File: config.mk
export PLATFORM = sky130hd
export DESIGN_NAME = bpm_capture_bram_writer_flat
export DESIGN_NICKNAME = d
export VERILOG_FILES = /design/src/rtl/bpm_capture_bram_writer_pkg.sv /design/src/rtl/bpm_capture_bram_writer_if.sv /design/src/rtl/bpm_capture_addr_gen.sv /design/src/rtl/bpm_capture_bram_writer.sv /design/src/flat_wrapper.sv
export SDC_FILE = /design/constraint.sdc
export NUM_CORES = 1
export LEC_CHECK = 0
export BUFFER_PORTS_ARGS = -buffer_cell sky130_fd_sc_hd__clkbuf_2
export CAP_MARGIN = 40
export CORE_UTILIZATION = 48
export CTS_CLUSTER_SIZE = 12
export DETAILED_ROUTE_END_ITERATION = 8
export PLACE_DENSITY = 0.75
export SLEW_MARGIN = 0
export SYNTH_ARGS = -nofsm -noshare
export SYNTH_HDL_FRONTEND = slang
export SYNTH_HIERARCHICAL = 1
export SYNTH_SLANG_ARGS = --single-unit
export TNS_END_PERCENT = 30
File: constraint.sdc
create_clock -name BRAM_Clk -period 4.15 [get_ports BRAM_Clk]
set_clock_uncertainty 0.15 [all_clocks]
set_input_delay 0.83 -clock BRAM_Clk [delete_from_list [all_inputs] [get_ports BRAM_Clk]]
set_output_delay 0.83 -clock BRAM_Clk [all_outputs]
set_load 0.01 [all_outputs]
File: src/rtl/bpm_capture_bram_writer_pkg.sv
// ---------------------------------------------------------------------------
// bpm_capture_bram_writer_pkg
// Purpose : Shared definitions for the BPM capture BRAM writer: the capture
//           state encoding and a small helper that turns a word index into a
//           byte offset on the 32-bit BRAM port.
// Contents: capState_t enum (IDLE, CLEAR, PRE, POST, DONE), BYTES_PER_WORD_LOG2,
//           wordByteOffset().
// ---------------------------------------------------------------------------
package bpm_capture_bram_writer_pkg;

  // Capture sequence: clear the whole buffer, run circularly until a trigger,
  // write the post-trigger tail, then hold the result for software.
  typedef enum logic [2:0] {
    ST_IDLE  = 3'd0,
    ST_CLEAR = 3'd1,
    ST_PRE   = 3'd2,
    ST_POST  = 3'd3,
    ST_DONE  = 3'd4
  } capState_t;

  // The BRAM port is byte addressed with one 32-bit word per location.
  localparam int BYTES_PER_WORD_LOG2 = 2;

  // Word index to byte offset.
  function automatic logic [31:0] wordByteOffset(input logic [31:0] wordIdx);
    return wordIdx << BYTES_PER_WORD_LOG2;
  endfunction

endpackage

File: src/rtl/bpm_capture_bram_writer_if.sv
// ---------------------------------------------------------------------------
// bpm_capture_bram_writer_if
// Purpose : The port-B side of the MicroBlaze dual-port data BRAM.
// Signals : BRAM_EN    port enable
//           BRAM_WEN   byte write enables
//           BRAM_Addr  byte address
//           BRAM_Dout  write data toward memory
//           BRAM_Din   read data from memory
// Modports: master = initiator (the capture writer), slave = the memory.
// ---------------------------------------------------------------------------
interface bpm_capture_bram_writer_if #(
  parameter int C_PORT_DWIDTH = 32,
  parameter int C_PORT_AWIDTH = 32,
  parameter int C_NUM_WE      = 4
);

  logic                     BRAM_EN;
  logic [0:C_NUM_WE-1]      BRAM_WEN;
  logic [0:C_PORT_AWIDTH-1] BRAM_Addr;
  logic [0:C_PORT_DWIDTH-1] BRAM_Dout;
  logic [0:C_PORT_DWIDTH-1] BRAM_Din;

  modport master (
    output BRAM_EN,
    output BRAM_WEN,
    output BRAM_Addr,
    output BRAM_Dout,
    input  BRAM_Din
  );

  modport slave (
    input  BRAM_EN,
    input  BRAM_WEN,
    input  BRAM_Addr,
    input  BRAM_Dout,
    output BRAM_Din
  );

endinterface

File: src/rtl/bpm_capture_addr_gen.sv
// ---------------------------------------------------------------------------
// bpm_capture_addr_gen
// Purpose : Circular word pointer for the capture buffer, the "wrapped" flag
//           and formation of the BRAM byte address for the current word.
// Ports   : clk, rst      clock, async active-high reset
//           i_clr         pointer to 0 and wrapped flag cleared (wins over i_inc)
//           i_inc         advance pointer by one word, modulo the buffer depth
//           i_wrapEn      allow an increment from the last word to set o_wrapped
//           o_ptr         current word index
//           o_wrapped     sticky wrap flag
//           o_byteAddr    C_BASEADDR + byte offset of o_ptr
// ---------------------------------------------------------------------------
module bpm_capture_addr_gen
  import bpm_capture_bram_writer_pkg::*;
#(
  parameter int                     C_DEPTH_LOG2  = 12,
  parameter int                     C_PORT_AWIDTH = 32,
  parameter logic [C_PORT_AWIDTH-1:0] C_BASEADDR  = '0
) (
  input  logic                     clk,
  input  logic                     rst,
  input  logic                     i_clr,
  input  logic                     i_inc,
  input  logic                     i_wrapEn,
  output logic [C_DEPTH_LOG2-1:0]  o_ptr,
  output logic                     o_wrapped,
  output logic [C_PORT_AWIDTH-1:0] o_byteAddr
);

  localparam logic [C_DEPTH_LOG2-1:0] PTR_MAX = '1;

  logic [C_DEPTH_LOG2-1:0] r_ptr;
  logic                    r_wrapped;

  // The pointer simply rolls over at the top of the buffer; the wrap flag
  // only records the rollover when the caller says it matters (pre-trigger
  // filling), so the initial clear pass never marks the buffer as wrapped.
  always_ff @(posedge clk or posedge rst) begin
    if (rst) begin
      r_ptr     <= '0;
      r_wrapped <= 1'b0;
    end else if (i_clr) begin
      r_ptr     <= '0;
      r_wrapped <= 1'b0;
    end else if (i_inc) begin
      r_ptr <= r_ptr + 1'b1;
      if (i_wrapEn && (r_ptr == PTR_MAX)) begin
        r_wrapped <= 1'b1;
      end
    end
  end

  assign o_ptr      = r_ptr;
  assign o_wrapped  = r_wrapped;
  assign o_byteAddr = C_BASEADDR + C_PORT_AWIDTH'(wordByteOffset(32'(r_ptr)));

endmodule

File: src/rtl/bpm_capture_bram_writer.sv
// ---------------------------------------------------------------------------
// bpm_capture_bram_writer
// Purpose : Owns port B of the MicroBlaze data BRAM and writes a triggered
//           circular capture of the BPM sample stream. On Arm it clears the
//           buffer, fills it circularly until Trig, writes Post_Count more
//           samples and then reports Done with the trigger and last pointers
//           so software can unwrap the record through port A.
// Ports   : BRAM_Clk, BRAM_Rst   clock, async active-high reset
//           Arm / Abort / Trig   1-cycle control pulses
//           Post_Count           post-trigger sample count, latched on Arm
//           Smp_Valid / Smp_Data sample stream
//           bram                 BRAM port (master modport), all registered
//           Busy, Done, Wrapped  status
//           Trig_Addr, Last_Addr word indices of trigger and final sample
//           Drop_Cnt             samples lost while clearing (saturating)
// ---------------------------------------------------------------------------
module bpm_capture_bram_writer
  import bpm_capture_bram_writer_pkg::*;
#(
  parameter int                       C_PORT_DWIDTH = 32,
  parameter int                       C_PORT_AWIDTH = 32,
  parameter int                       C_NUM_WE      = 4,
  parameter int                       C_DEPTH_LOG2  = 12,
  parameter logic [C_PORT_AWIDTH-1:0] C_BASEADDR    = '0
) (
  input  logic                     BRAM_Clk,
  input  logic                     BRAM_Rst,
  input  logic                     Arm,
  input  logic                     Abort,
  input  logic                     Trig,
  input  logic [C_DEPTH_LOG2-1:0]  Post_Count,
  input  logic                     Smp_Valid,
  input  logic [C_PORT_DWIDTH-1:0] Smp_Data,
  bpm_capture_bram_writer_if.master bram,
  output logic                     Busy,
  output logic                     Done,
  output logic                     Wrapped,
  output logic [C_DEPTH_LOG2-1:0]  Trig_Addr,
  output logic [C_DEPTH_LOG2-1:0]  Last_Addr,
  output logic [15:0]              Drop_Cnt
);

  localparam logic [C_DEPTH_LOG2-1:0] PTR_MAX = '1;
  localparam logic [C_DEPTH_LOG2-1:0] REM_ONE = C_DEPTH_LOG2'(1);
  localparam logic [C_NUM_WE-1:0]     WEN_ALL = '1;

  capState_t r_state;
  capState_t w_nextState;

  logic [C_DEPTH_LOG2-1:0]  r_postCount;
  logic [C_DEPTH_LOG2-1:0]  r_rem;
  logic [C_DEPTH_LOG2-1:0]  r_trigAddr;
  logic [C_DEPTH_LOG2-1:0]  r_lastAddr;
  logic [15:0]              r_dropCnt;

  logic                     r_en;
  logic [C_NUM_WE-1:0]      r_wen;
  logic [C_PORT_AWIDTH-1:0] r_addr;
  logic [C_PORT_DWIDTH-1:0] r_dout;

  logic                     w_write;
  logic [C_PORT_DWIDTH-1:0] w_wrData;
  logic                     w_ptrInc;
  logic                     w_wrapEn;
  logic                     w_armAccept;
  logic                     w_setTrig;
  logic                     w_setLast;
  logic [C_DEPTH_LOG2-1:0]  w_lastVal;
  logic                     w_loadRem;
  logic                     w_decRem;
  logic                     w_drop;

  logic [C_DEPTH_LOG2-1:0]  w_ptr;
  logic                     w_wrapped;
  logic [C_PORT_AWIDTH-1:0] w_byteAddr;
  logic                     w_unusedDin;

  // Word pointer, wrap flag and byte address live in their own block; an
  // accepted Arm restarts the pointer at word 0 for the clear pass, and the
  // clear pass itself rolls the pointer back to 0 ready for capture.
  bpm_capture_addr_gen #(
    .C_DEPTH_LOG2  (C_DEPTH_LOG2),
    .C_PORT_AWIDTH (C_PORT_AWIDTH),
    .C_BASEADDR    (C_BASEADDR)
  ) u_addrGen (
    .clk        (BRAM_Clk),
    .rst        (BRAM_Rst),
    .i_clr      (w_armAccept),
    .i_inc      (w_ptrInc),
    .i_wrapEn   (w_wrapEn),
    .o_ptr      (w_ptr),
    .o_wrapped  (w_wrapped),
    .o_byteAddr (w_byteAddr)
  );

  // State register for the capture sequence.
  always_ff @(posedge BRAM_Clk or posedge BRAM_Rst) begin
    if (BRAM_Rst) begin
      r_state <= ST_IDLE;
    end else begin
      r_state <= w_nextState;
    end
  end

  // Next-state and per-cycle actions. The trigger pointer is the current
  // pointer whether or not a sample arrives with the trigger, because a
  // same-cycle sample is written exactly there. With a zero post count the
  // record ends on the trigger cycle: on its sample if there was one, else on
  // the word before the pointer. Abort overrides everything, including Arm,
  // and suppresses any new write; a write already in the port register still
  // goes out.
  always_comb begin
    w_nextState = r_state;
    w_write     = 1'b0;
    w_wrData    = Smp_Data;
    w_ptrInc    = 1'b0;
    w_wrapEn    = 1'b0;
    w_armAccept = 1'b0;
    w_setTrig   = 1'b0;
    w_setLast   = 1'b0;
    w_lastVal   = w_ptr;
    w_loadRem   = 1'b0;
    w_decRem    = 1'b0;
    w_drop      = 1'b0;

    case (r_state)
      ST_IDLE, ST_DONE: begin
        if (Arm) begin
          w_armAccept = 1'b1;
          w_nextState = ST_CLEAR;
        end
      end
      ST_CLEAR: begin
        w_write  = 1'b1;
        w_wrData = '0;
        w_ptrInc = 1'b1;
        w_drop   = Smp_Valid;
        if (w_ptr == PTR_MAX) begin
          w_nextState = ST_PRE;
        end
      end
      ST_PRE: begin
        if (Smp_Valid) begin
          w_write  = 1'b1;
          w_ptrInc = 1'b1;
          w_wrapEn = 1'b1;
        end
        if (Trig) begin
          w_setTrig = 1'b1;
          w_loadRem = 1'b1;
          if (r_postCount == '0) begin
            w_setLast   = 1'b1;
            w_lastVal   = Smp_Valid ? w_ptr : (w_ptr - 1'b1);
            w_nextState = ST_DONE;
          end else begin
            w_nextState = ST_POST;
          end
        end
      end
      ST_POST: begin
        if (Smp_Valid) begin
          w_write  = 1'b1;
          w_ptrInc = 1'b1;
          w_decRem = 1'b1;
          if (r_rem == REM_ONE) begin
            w_setLast   = 1'b1;
            w_lastVal   = w_ptr;
            w_nextState = ST_DONE;
          end
        end
      end
      default: begin
        w_nextState = ST_IDLE;
      end
    endcase

    if (Abort) begin
      w_nextState = ST_IDLE;
      w_write     = 1'b0;
      w_ptrInc    = 1'b0;
      w_wrapEn    = 1'b0;
      w_armAccept = 1'b0;
      w_setTrig   = 1'b0;
      w_setLast   = 1'b0;
      w_loadRem   = 1'b0;
      w_decRem    = 1'b0;
      w_drop      = 1'b0;
    end
  end

  // Capture bookkeeping: latched post count, remaining post samples, the
  // two result pointers and the drop counter. Post_Count is only as wide as
  // a word index, so it can never exceed DEPTH-1 and is latched unchanged.
  always_ff @(posedge BRAM_Clk or posedge BRAM_Rst) begin
    if (BRAM_Rst) begin
      r_postCount <= '0;
      r_rem       <= '0;
      r_trigAddr  <= '0;
      r_lastAddr  <= '0;
      r_dropCnt   <= '0;
    end else begin
      if (w_armAccept) begin
        r_postCount <= Post_Count;
        r_trigAddr  <= '0;
        r_lastAddr  <= '0;
        r_dropCnt   <= '0;
      end
      if (w_loadRem) begin
        r_rem <= r_postCount;
      end else if (w_decRem) begin
        r_rem <= r_rem - 1'b1;
      end
      if (w_setTrig) begin
        r_trigAddr <= w_ptr;
      end
      if (w_setLast) begin
        r_lastAddr <= w_lastVal;
      end
      if (w_drop && (r_dropCnt != 16'hFFFF)) begin
        r_dropCnt <= r_dropCnt + 16'd1;
      end
    end
  end

  // Registered BRAM port: each write decided this cycle is presented on the
  // port next cycle. Address and data simply hold between writes; only the
  // enables need to drop back to zero.
  always_ff @(posedge BRAM_Clk or posedge BRAM_Rst) begin
    if (BRAM_Rst) begin
      r_en   <= 1'b0;
      r_wen  <= '0;
      r_addr <= '0;
      r_dout <= '0;
    end else begin
      r_en  <= w_write;
      r_wen <= w_write ? WEN_ALL : '0;
      if (w_write) begin
        r_addr <= w_byteAddr;
        r_dout <= w_wrData;
      end
    end
  end

  assign bram.BRAM_EN   = r_en;
  assign bram.BRAM_WEN  = r_wen;
  assign bram.BRAM_Addr = r_addr;
  assign bram.BRAM_Dout = r_dout;

  // Port B never reads; the read bus is folded away on purpose.
  assign w_unusedDin = ^bram.BRAM_Din;

  assign Busy      = (r_state == ST_CLEAR) || (r_state == ST_PRE) || (r_state == ST_POST);
  assign Done      = (r_state == ST_DONE);
  assign Wrapped   = w_wrapped;
  assign Trig_Addr = r_trigAddr;
  assign Last_Addr = r_lastAddr;
  assign Drop_Cnt  = r_dropCnt;

endmodule

File: src/flat_wrapper.sv
// flat-port wrapper written by rule: the top's interface ports become plain ports
module bpm_capture_bram_writer_flat import bpm_capture_bram_writer_pkg::*;
#(
  parameter int                       C_PORT_DWIDTH = 32,
  parameter int                       C_PORT_AWIDTH = 32,
  parameter int                       C_NUM_WE      = 4,
  parameter int                       C_DEPTH_LOG2  = 12,
  parameter logic [C_PORT_AWIDTH-1:0] C_BASEADDR    = '0
)
  (BRAM_Clk, BRAM_Rst, Arm, Abort, Trig, Post_Count, Smp_Valid, Smp_Data, Busy, Done, Wrapped, Trig_Addr, Last_Addr, Drop_Cnt, bram_BRAM_EN, bram_BRAM_WEN, bram_BRAM_Addr, bram_BRAM_Dout, bram_BRAM_Din);
  bpm_capture_bram_writer_if #(.C_PORT_DWIDTH(C_PORT_DWIDTH), .C_PORT_AWIDTH(C_PORT_AWIDTH), .C_NUM_WE(C_NUM_WE)) bram_i ();
  input  logic BRAM_Clk;
  input  logic BRAM_Rst;
  input  logic Arm;
  input  logic Abort;
  input  logic Trig;
  input  logic [C_DEPTH_LOG2-1:0] Post_Count;
  input  logic Smp_Valid;
  input  logic [C_PORT_DWIDTH-1:0] Smp_Data;
  output logic Busy;
  output logic Done;
  output logic Wrapped;
  output logic [C_DEPTH_LOG2-1:0] Trig_Addr;
  output logic [C_DEPTH_LOG2-1:0] Last_Addr;
  output logic [15:0] Drop_Cnt;
  output wire logic [$bits(bram_i.BRAM_EN)-1:0] bram_BRAM_EN;
  output wire logic [$bits(bram_i.BRAM_WEN)-1:0] bram_BRAM_WEN;
  output wire logic [$bits(bram_i.BRAM_Addr)-1:0] bram_BRAM_Addr;
  output wire logic [$bits(bram_i.BRAM_Dout)-1:0] bram_BRAM_Dout;
  input wire logic [$bits(bram_i.BRAM_Din)-1:0] bram_BRAM_Din;
  assign bram_BRAM_EN = bram_i.BRAM_EN;
  assign bram_BRAM_WEN = bram_i.BRAM_WEN;
  assign bram_BRAM_Addr = bram_i.BRAM_Addr;
  assign bram_BRAM_Dout = bram_i.BRAM_Dout;
  assign bram_i.BRAM_Din = bram_BRAM_Din;
  bpm_capture_bram_writer #(.C_PORT_DWIDTH(C_PORT_DWIDTH), .C_PORT_AWIDTH(C_PORT_AWIDTH), .C_NUM_WE(C_NUM_WE), .C_DEPTH_LOG2(C_DEPTH_LOG2), .C_BASEADDR(C_BASEADDR)) u_core (.BRAM_Clk(BRAM_Clk), .BRAM_Rst(BRAM_Rst), .Arm(Arm), .Abort(Abort), .Trig(Trig), .Post_Count(Post_Count), .Smp_Valid(Smp_Valid), .Smp_Data(Smp_Data), .bram(bram_i), .Busy(Busy), .Done(Done), .Wrapped(Wrapped), .Trig_Addr(Trig_Addr), .Last_Addr(Last_Addr), .Drop_Cnt(Drop_Cnt));
endmodule
# After elaboration in Yosys (flattened, before gate mapping)
# Cells that the tools add are included.
# op_classes
addsub,4
n_eq_ne,12
n_mux,47
reduce_logical,16
# ops
operator,count
$mux 12,11
$mux 16,2
$mux 32,1
$sub 12x1->12 const B,2
$mux 1,22
$mux 3,7
$add 16x1->16 const B,1
$ne 16x16->1 const B,1
$add 12x1->12 const B,1
$eq 12x1->1 const B,1
$eq 12x12->1 const B,1
$logic_not 12->1,1
$pmux 3 s4,1
$reduce_bool 2->1,6
$ne 3x3->1 const B,3
$eq 3x2->1 const B,2
$ne 3x2->1 const B,2
$reduce_and 5->1,1
$mux 4,1
$pmux 1 s2,2
$reduce_or 2->1,2
$eq 3x1->1 const B,1
$eq 3x3->1 const B,1
$logic_not 3->1,1
3 further kinds,5
# totals
regBits,129
in_bits,82
out_inout_bits,112
word_cells,91

# Logic depth before layout (Yosys ltp)
# depth
depth_word,7
depth_mapped,9

# Hierarchy
# Netlist, hierarchy kept.
# by_module_without_submodules
mod,instances,cells_per_inst,area_per_inst_um2
bpm_capture_bram_writer,1,599,5904.4
bpm_capture_addr_gen,1,99,917.1

# Worst setup path after synthesis
# Ideal clock, no wire load.
# synth_timing
path_kind,input -> register
startpoint,in Abort
endpoint,reg u_core.u_addrGen.r_ptr[9] (netlist: u_core/u_addrGen/o_ptr[9])
setup_time_ns,0.077
arrival_ns,2.568
slack_ns,1.355
path_stages,8
path_buffers,2
path_cell_list,nor2_1 > o21ai_0 > inv_1 > clkbuf_1 > buf_4 > o2111ai_2 > or4_1 > a21oi_1
# synth_between
elab_chain_cells,2
elab_cells_between_ends,4
classes_between,mux (3); reduce/logical (1)
# synth_rtl
item,line,rtl
start: declaration,flat_wrapper.sv:15,input logic Abort;
$mux 1,bpm_capture_bram_writer.sv:177,if (Abort) begin
named net u_core.w_ptrInc,bpm_capture_bram_writer.sv:63,logic w_ptrInc;
$reduce_bool 2->1 (no line),n/a,
end signal: assignment,bpm_capture_addr_gen.sv:46,r_ptr <= r_ptr + 1'b1;
end: declaration,bpm_capture_addr_gen.sv:32,logic [C_DEPTH_LOG2-1:0] r_ptr;
# The timed path passes the listed nets, and every way through them passes these cells.
# A chain may end at the register's enable or synchronous reset.

# Worst setup path in the final report
# layout_timing
startpoint,reg u_core.r_state[0]
endpoint,reg u_core.u_addrGen.r_ptr[9] (netlist: u_core/u_addrGen/o_ptr[9])
# layout_between
elab_chain_cells,5
elab_cells_between_ends,13
classes_between,eq/ne (4); mux (5); reduce/logical (4)
# layout_rtl
item,line,rtl
start: declaration,bpm_capture_bram_writer.sv:47,capState_t r_state;
start signal: assignment,bpm_capture_bram_writer.sv:101,r_state <= w_nextState;
$eq 3x2->1 (tied with other cells),bpm_capture_bram_writer.sv:126,case (r_state)
$reduce_or 2->1 (on tied branches),n/a,
$pmux 1 s2 / $mux 1 (equally long branches),bpm_capture_bram_writer.sv:126,
$mux 1,bpm_capture_bram_writer.sv:177,
$reduce_bool 2->1 (no line) / $mux 12 (equally long branches),n/a,
# Parallel ways exist; a longest one is shown, timed or not.

==> impl_metrics.yaml <==
status:
  outcome: "finished clean"
clocking:
  cts_tree: "done"
  ctsResizeCount: 0
  h-tree-depth: 4
  cts_setup_buffers: 0
  clock_sinks: 145
  clock_path_buffers: 2
  worstSkewPairLatency_ns: 0.42
  root_buffer: "clkbuf_16"
  path_clk_slew_ns: 0.06
  numCtsBuffers: 17
  hold_buffers: 0
setup_path:
  r2r-end: "u_core/u_addrGen/o_ptr[9]$_DFFE_PP0P_"
  r2r_start: "u_core/r_state[0]$_DFFE_PP0P_"
  r2r_cells: 6
  critPathKind: "flip-flop to flip-flop"
  crit_family: "simple AND/OR/NAND/NOR gates"
  crit_slowest_cell: "dfrtp_1"
  worstPathRequired_ns: 4.34
  crit_buf_inv: 1
  r2r_setup_slack_ns: 1.29
  end_kind: "flip-flop"
  cp_cell_sequence: "nor2b_1, o21ai_4, inv_1, o2111ai_2, or4_1, a21oi_1"
  critPathLaunchType: "flip-flop"
  critPathMaxFanout: 20
  worstPathArrival_ns: 3.05
  max_stage_delay_ns: 0.64
pwr:
  intPower_mw: 2.76
  peakVddDrop_v: 0.000338
  combPwrFrac_pct: 16.3
  power_density_nw_per_um2: 472
  switching_share_pct: 28.8
  clkPwrFrac_pct: 39.5
  p_switching_mw: 1.12
  leakage_nw: 4.28
  p_seq_share_pct: 44.2
synth:
  yosysSeqAreaShare_pct: 53.2
  postSynthCellCount: 698
  syn_area_um2: 6820
  synthTopCellsByArea: "dfrtp_1, nand2_1, buf_4, a22o_1, mux2i_1"
  yosys_warnings: 6
  yosysTopAreaCellShare_pct: 53.2
  yosysUniqueCellTypes: 62
  yosys_register_bits: 145
  yosys.area.top_type: "dfrtp_1"
  syn_avg_cell_area_um2: 9.77
  synthFlopType: "dfrtp_1"
  synth_edf_count: 0
  ys_async_sr_fraction_pct: 100
timing:
  setup_viol_count_final: 0
  drv_slew: 0
  tns_ns: 0
  worstMarginPinSlew_ns: 0.838
  rsz0062_at_grt: "no"
  post-route-period-util_pct: 68.9
  fmax_mhz: 350
  min_period_ns: 2.86
  setup_ws_ns: 1.29
  hold_viol: 0
  maxSlewHeadroom_pct: 44.0
grt:
  grt_antenna_before_repair: 0
  grt-ovfl-total: 0
  use_met1_pct: 32.3
  busiest_layer: "met2"
  grt_pass1_wl_mm: 26.2
  use_met2_pct: 34.8
  grt_use_total_pct: 23.1
  grt_max_degree: 65
  use_met3_pct: 6.34
  grt_pass1_vias: 5143
route:
  drtIter0Drc: 448
  ant_nets: 0
  drt_first_pass_iters: 5
  vias_per_cell: 5.34
  wl_mm: 16.0
  wire_per_inst_um: 15.5
  num_vias: 5490
  drc: 0
floorplan:
  die_h_um: 121
  row_count: 43
  initial_core_util_pct: 49.1
  die_x_um: 121
  die_area_um2: 14700
  core_um2: 13900
  ios: 194
place:
  dpl.hpwl_mm: 10.8
  dp_slack_ns: 1.00
  portBuffers: 161
  gp_congestion: 0.831
job:
  cap_violations: 0
layout:
  n_antenna_cell: 0
  nets: 925
  layout_commonest_cell: "nand2_1"
  final_cell_mix: "nand2_1, clkbuf_2, dfrtp_1, a22o_1, nand3_1"
  drive_above_1_share_pct: 25.6
  area_delta_synth_final_pct: 20.3
worst_hold_path:
  hp-class: "input pin to async pin"
## synthesized netlist by cell type (all sizes together), types with 2 or more instances
cell,number
a211o,6
a21oi,12
a221o,2
a22o,32
and3,9
buf,45
clkbuf,25
dfrtp,145
ha,6
inv,12
mux2,2
mux2i,18
nand2,195
nand3,27
nand3b,2
nand4,14
nor2,21
nor2b,5
nor3,15
nor3b,2
nor4,10
nor4b,2
o2111ai,2
o211ai,9
o21ai,17
o311ai,7
o31ai,3
o41ai,2
or2,3
or3,8
or4,6
xnor2,12
xor2,4
## metrics by stage
step | instance area [um^2] | power, mW | hold WS [ns] | util, % | instances
2_1_floorplan | 6900 | 2.16 | 0.311 | - | 717
3_5_place_dp | 7610 | 2.37 | 0.311 | 54.8 | 998
5_1_grt | 8210 | 4.08 | 0.299 | 59.1 | 1029
4_1_cts | 8210 | 3.91 | 0.281 | 59.1 | 1029
3_3_place_gp | 7580 | 2.35 | 0.310 | 54.6 | 997
6_report | 8210 | 3.88 | 0.286 | 59.1 | 1029
## worst max path at each step
stage	from	endpoint	slack [ns]	cells past startpoint
floorplan	Abort	u_core/u_addrGen/o_ptr[9]$_DFFE_PP0P_	1.36	8
global placement	Abort	u_core/u_addrGen/o_ptr[9]$_DFFE_PP0P_	1.02	7
detailed placement	Abort	u_core/u_addrGen/o_ptr[9]$_DFFE_PP0P_	1.00	7
CTS	u_core/r_state[0]$_DFFE_PP0P_	u_core/u_addrGen/o_ptr[9]$_DFFE_PP0P_	1.30	6
global route	u_core/r_state[0]$_DFFE_PP0P_	u_core/u_addrGen/o_wrapped$_DFFE_PP0P_	1.03	6
finish	u_core/r_state[0]$_DFFE_PP0P_	u_core/u_addrGen/o_ptr[9]$_DFFE_PP0P_	1.29	6
## registers in the layout, summed over array words and instances (netlist names)
register / cells
u_core/bram.BRAM_Dout: 32
u_core/r_state: 3
u_core/Drop_Cnt: 16
u_core/r_postCount: 12
u_core/Last_Addr: 12
u_core/bram.BRAM_Addr: 32
u_core/Trig_Addr: 12
u_core/u_addrGen/o_ptr: 12
u_core/r_rem: 12
u_core/bram.BRAM_WEN: 1
u_core/u_addrGen/o_wrapped: 1
## layout make-up
| cell class | instances | area [um^2] |
|---|---|---|
| repair buffers | 171 | 901 |
| fillers | 1242 | 5680 |
| well taps | 180 | 225 |
| multi-input cells | 490 | 2800 |
| clock buffers | 23 | 498 |
| inverters | 12 | 48.8 |
| flip-flops and latches | 145 | 3630 |
| clock inverters | 8 | 101 |
## per-layer routing
layer	wire [um]	up-vias
met2	7550	164
met4	199	0
met3	948	13
li1	-	2652
met1	7270	2661
met5	0	-
## power by group through the flow
stage	Combinational [mW]	Clock (mW)	Sequential [mW]
2_1_floorplan	0.418	0	1.74
3_3_place_gp	0.617	0	1.73
3_5_place_dp	0.639	0	1.73
4_1_cts	0.637	1.56	1.71
5_1_grt	0.720	1.62	1.74
6_report	0.631	1.53	1.71
## kinds of logic (layout without fill, tap and decap cells)
| group | after synthesis | after routing | share of synthesized area (%) |
|---|---|---|---|
| buffers and inverters | 82 | 214 | 7.15 |
| multiplexers | 20 | 20 | 2.97 |
| other | 1 | 20 | 0.0550 |
| adder cells (fa/ha/maj) | 6 | 6 | 1.10 |
| flip-flops | 145 | 145 | 53.2 |
| XOR/XNOR | 16 | 16 | 2.05 |
| AO/OA/AOI/OAI | 100 | 100 | 11.2 |
| AND/OR/NAND/NOR | 328 | 328 | 22.3 |
## worst min-delay path, cell delays in order
cell	delay [ns]
clkbuf_2	0.11
clkinvlp_4	0.07
buf_4	0.20
Note: power is estimated with default switching activity, not from simulation.
